### src/rtl/spi_frame_rx.sv
// SPI mode-0 slave frame receiver feeding a WS2812 LED driver.
// Collects exactly NUM_LEDS*BITS_PER_LED bits per chip-select window and
// publishes them on a parallel bus with a one-cycle data_rdy strobe.
// Short, empty and oversized frames are dropped and flagged with frame_err.
// NUM_LEDS*BITS_PER_LED is expected to be a multiple of 8.
module spi_frame_rx #(
   parameter int NUM_LEDS     = 3,
   parameter int BITS_PER_LED = 24
) (
   input  logic                             clk,
   input  logic                             reset,
   input  logic                             sclk,
   input  logic                             mosi,
   input  logic                             cs_n,
   output logic [NUM_LEDS*BITS_PER_LED-1:0] data,
   output logic                             data_rdy,
   output logic                             frame_err
);

   localparam int FRAME_BITS = NUM_LEDS * BITS_PER_LED;
   localparam int CNT_W      = $clog2(FRAME_BITS + 2);
   localparam logic [CNT_W-1:0] CNT_FULL = CNT_W'(FRAME_BITS);
   localparam logic [CNT_W-1:0] CNT_SAT  = CNT_W'(FRAME_BITS + 1);

   typedef enum logic {IDLE, RECV} state_t;

   logic [1:0]            sclk_sync_reg;
   logic [1:0]            cs_sync_reg;
   logic [1:0]            mosi_sync_reg;
   logic                  sclk_prev_reg;
   logic                  cs_prev_reg;
   logic                  sclk_rise_reg;
   logic                  cs_rise_reg;
   logic                  cs_fall_reg;
   logic                  mosi_bit_reg;
   logic [1:0]            flush_cnt_reg;
   logic                  armed_reg;
   state_t                state_reg;
   logic [CNT_W-1:0]      bit_cnt_reg;
   logic [FRAME_BITS-1:0] shift_reg;

   // Two-stage synchronizers, reset to the SPI idle levels.
   always_ff @(posedge clk) begin
      if (reset) begin
         sclk_sync_reg <= 2'b00;
         cs_sync_reg   <= 2'b11;
         mosi_sync_reg <= 2'b00;
      end else begin
         sclk_sync_reg <= {sclk_sync_reg[0], sclk};
         cs_sync_reg   <= {cs_sync_reg[0], cs_n};
         mosi_sync_reg <= {mosi_sync_reg[0], mosi};
      end
   end

   // Registered edge detection; mosi is retimed alongside so the captured
   // bit is the one sampled together with the sclk rise.
   always_ff @(posedge clk) begin
      if (reset) begin
         sclk_prev_reg <= 1'b0;
         cs_prev_reg   <= 1'b1;
         sclk_rise_reg <= 1'b0;
         cs_rise_reg   <= 1'b0;
         cs_fall_reg   <= 1'b0;
         mosi_bit_reg  <= 1'b0;
      end else begin
         sclk_prev_reg <= sclk_sync_reg[1];
         cs_prev_reg   <= cs_sync_reg[1];
         sclk_rise_reg <= sclk_sync_reg[1] & ~sclk_prev_reg;
         cs_rise_reg   <= cs_sync_reg[1] & ~cs_prev_reg;
         cs_fall_reg   <= ~cs_sync_reg[1] & cs_prev_reg;
         mosi_bit_reg  <= mosi_sync_reg[1];
      end
   end

   // A reset while cs_n is held low would otherwise look like a fresh
   // falling edge once the synchronizers flush; only arm frame start after
   // cs_n has genuinely been observed high following reset.
   always_ff @(posedge clk) begin
      if (reset) begin
         flush_cnt_reg <= 2'd0;
         armed_reg     <= 1'b0;
      end else begin
         if (flush_cnt_reg != 2'd3) begin
            flush_cnt_reg <= flush_cnt_reg + 2'd1;
         end else if (cs_prev_reg) begin
            armed_reg <= 1'b1;
         end
      end
   end

   // Frame FSM: shift bits while selected, validate length on deselect.
   always_ff @(posedge clk) begin
      if (reset) begin
         state_reg   <= IDLE;
         bit_cnt_reg <= '0;
         shift_reg   <= '0;
         data        <= '0;
         data_rdy    <= 1'b0;
         frame_err   <= 1'b0;
      end else begin
         data_rdy  <= 1'b0;
         frame_err <= 1'b0;
         case (state_reg)
            IDLE: begin
               if (cs_fall_reg && armed_reg) begin
                  state_reg   <= RECV;
                  bit_cnt_reg <= '0;
                  shift_reg   <= '0;
               end
            end
            RECV: begin
               // Deselect wins over a coincident sclk rise.
               if (cs_rise_reg) begin
                  state_reg <= IDLE;
                  if (bit_cnt_reg == CNT_FULL) begin
                     data     <= shift_reg;
                     data_rdy <= 1'b1;
                  end else begin
                     frame_err <= 1'b1;
                  end
               end else if (sclk_rise_reg) begin
                  shift_reg <= {shift_reg[FRAME_BITS-2:0], mosi_bit_reg};
                  if (bit_cnt_reg != CNT_SAT) begin
                     bit_cnt_reg <= bit_cnt_reg + CNT_W'(1);
                  end
               end
            end
            default: state_reg <= IDLE;
         endcase
      end
   end

endmodule

### config.mk
export PLATFORM = sky130hd
export DESIGN_NAME = spi_frame_rx
export DESIGN_NICKNAME = d
export VERILOG_FILES = /design/src/rtl/spi_frame_rx.sv
export SDC_FILE = /design/constraint.sdc
export NUM_CORES = 1
export LEC_CHECK = 0
export BUFFER_PORTS_ARGS = -buffer_cell sky130_fd_sc_hd__buf_2
export CAP_MARGIN = 20
export CORE_AREA = 2 2 128 130
export DETAILED_ROUTE_END_ITERATION = 10
export DIE_AREA = 0 0 130 132
export PLACE_DENSITY = 0.63
export RECOVER_POWER = 25
export SYNTH_ARGS = -nofsm -noshare
export SYNTH_HDL_FRONTEND = slang
export SYNTH_SLANG_ARGS = --single-unit
### constraint.sdc
create_clock -name clk -period 2.2 [get_ports clk]
set_input_delay 0.44 -clock clk [delete_from_list [all_inputs] [get_ports clk]]
set_output_delay 0.44 -clock clk [all_outputs]
set_load 0.03 [all_outputs]
==> qor.txt <==
Vias in the first global route - 4570
Delay-heaviest family, CP - simple AND/OR/NAND/NOR gates
Switching Share - 22.17%
Dpl cell area - 0.006653 mm²
Syn avg cell area - 8.454 µm²
DR pass1 iterations - 5
Combinational share of power - 1.6%
Max stage delay on crit path - 570 ps
Synthesized Nets - 741
Switching power - 1.344 mW
Clock sink count - 169
Post-Syn Area - 0.006188 mm²
Clock buffer depth - 2
I/O Buffers - 78
CTS Hold Bufs - 0
Final instance area - 0.007166 mm²
Cells after synthesis - 732
Largest net degree at the start of global routing - 100
Die area - 0.01716 mm²
Initial core utilization - 39.39%
Vias per cell - 4.851
Post-synthesis async set-or-reset flop share - 0%
RD Place Congestion - 0.7359
First-pass GRT wire length - 21450 µm
Gr usage total - 15.27%
Share of power burned in registers - 50.9%
CP Capture Type - flop
Worst skew pair latency - 420 ps
Final ANT Viol Nets - 0
Fillers - 1613
Crit path arrival time - 2200 ps
Clock buffer count from CTS - 17
Drt initial violations - 287
Most common cell in the netlist - nand2_1
RSZ-0062 raised after global routing - no
Die X - 130 µm
Pwr/cell area - 846.3 mW/mm²
Clk pin slew, worst setup/hold paths - 70 ps
Nets - 792
Htree depth - 4
CP max-delay cell - or4_2
CP Data Required Time - 2460 ps
CP Cell Sequence - inv_1, ha_1, nand3_1, or4_2, buf_4, nand2_1, a21oi_2
Warnings, synthesis - 0
GR Overflow Total - 0
Max-cap viol count - 0
Total I/O pin count - 79
Post-cts resize count - 0
Top cell type's share of synthesized area - 54.67%
Fin Clk Skew - 8.405 ps
Critical path startpoint category - flop
Clock Tree Root - clkbuf_16
Commonest cells post-synth - nand2_1 (220), dfxtp_1 (169), a21oi_1 (128)
Setup CP Type - reg -> reg
Synthesis-stage register bit count - 169
Layout cells sized above 1 - 13.94%
Hold Fails Final Rpt - 0
Setup TNS - 0 ps
Tot Pwr - 6.064 mW
Final Cycle Share - 88.22%
Area of the multi-input gates - 0.002449 mm²
Final Max Tran Viols - 0
Worst Hold Class - in -> reg
Count of cell types in the netlist - 39
Minimum clock period - 1941 ps
Area leader, netlist - dfxtp_1
Antenna Cells - 0
Core ar. - 0.01571 mm²
Max FO, Critical Path - 37
Initial antenna violation count - 0
Final setup fails - 0
Status - complete, no violations
Pint - 4.720 mW
Prevailing post-synth register cell - dfxtp_1
WL/cell - 12.52 µm
Non-filler cells, final - 1012
Detailed-route via count - 4909
Slew HR - 9.142%
Peak supply drop - 525.7 µV
Worst Path Buf+Inv - 2
DPL Wire Length - 7567 µm
Number of synthesized flops with an enable pin - 0
Drt drc - 0
CTS tree - done
Area occupied by registers - 0.003385 mm²
Area added between synthesis and finish - 15.79%
Dpl cells - 980
Row Count - 46
Clk pwr share - 47.5%
Setup bufs post-CTS - 0
Seq/Total Area, Yosys - 54.67%
Chip Height - 132 µm
Worst Tran Pin Value - 1363 ps
Final wirelength - 12670 µm
Hold slack final - 221.4 ps
Leakage - 2.421 nW
Fmax - 0.5152 GHz
Ranking of synthesized cells by area - dfxtp_1 (55%), nand2_1 (13%), a21oi_1 (10%), nand3_1 (6.0%), a21oi_2 (2.8%)
power groups by stage:
stage,logic [mW],clock network (mW),registers (mW)
global route,0.111,3.10,3.09
detailed placement,0.102,0,3.15
finish,0.0995,2.88,3.08
global placement,0.102,0,3.15
CTS,0.103,2.98,3.08
floorplan,0.0770,0,3.15
area by class of cell:
type,instances,share of cell area [%]
clock buffers,19,6.181
repair buffers,93,6.583
clock inverters,13,1.851
well taps,216,3.772
multi-input cells,498,34.17
flip-flops and latches,169,47.23
inverters,4,0.2095
stage by stage:
step	util, %	setup slack, ps
2_1_floorplan	-	559.7
3_3_place_gp	42.34	318.4
3_5_place_dp	42.34	290.1
4_1_cts	46.00	284.8
5_1_grt	45.60	134.2
6_report	45.60	259.1
cell usage in the layout (no fill, tap or decap), types with 2 or more instances in the layout:
cell type / netlist / routed
ha_1: 4 / 4
dfxtp_1: 169 / 168
nor2_1: 6 / 6
or2_2: 4 / 4
clkbuf_1: 40 / 46
inv_6: 0 / 6
inv_1: 4 / 4
buf_4: 1 / 13
clkinv_4: 0 / 4
and2_1: 2 / 2
clkinvlp_4: 0 / 2
buf_12: 0 / 2
clkbuf_16: 0 / 17
o21ai_0: 2 / 2
o31ai_1: 2 / 2
nor2b_1: 9 / 8
o311ai_0: 3 / 3
nand2b_1: 4 / 4
a21oi_1: 128 / 128
nand3_1: 74 / 74
buf_2: 5 / 33
nand2_1: 220 / 220
a21oi_2: 20 / 20
logic make-up after synthesis:
family,after synthesis,synth area share [%]
buf+inv,65,5.924
compound gates,162,14.92
simple gates,330,23.37
mux,1,0.1618
fa+ha+maj,4,0.8088
flops,169,54.67
xor+xnor,1,0.1416
layer usage:
| metal | up-vias | wire [µm] | GRT usage [%] |
|---|---|---|---|
| met3 | 9 | 519 | 4.789 |
| met5 | - | 0 | 0 |
| met1 | 2283 | 6275 | 19.99 |
| li1 | 2528 | - | - |
| met2 | 89 | 5735 | 23.97 |
| met4 | 0 | 140 | 4.839 |
worst reg2reg max path: stages, from the launching register on:
cell,delay (ps)
dfxtp_1,340
inv_1,90
ha_1,160
nand3_1,120
or4_2,570
buf_4,290
nand2_1,150
a21oi_2,60
worst paths after layout:
check,from,depth (start not counted),end,slack [ps]
worst min-delay path,cs_n,2,cs_sync_reg[0],220
worst min register to register,sclk_prev_reg,1,sclk_rise_reg,380
worst max-delay path,bit_cnt_reg[1],7,data[0],260
worst max register to register,bit_cnt_reg[1],7,data[0],260
Note: power is estimated with default switching activity, not from simulation.
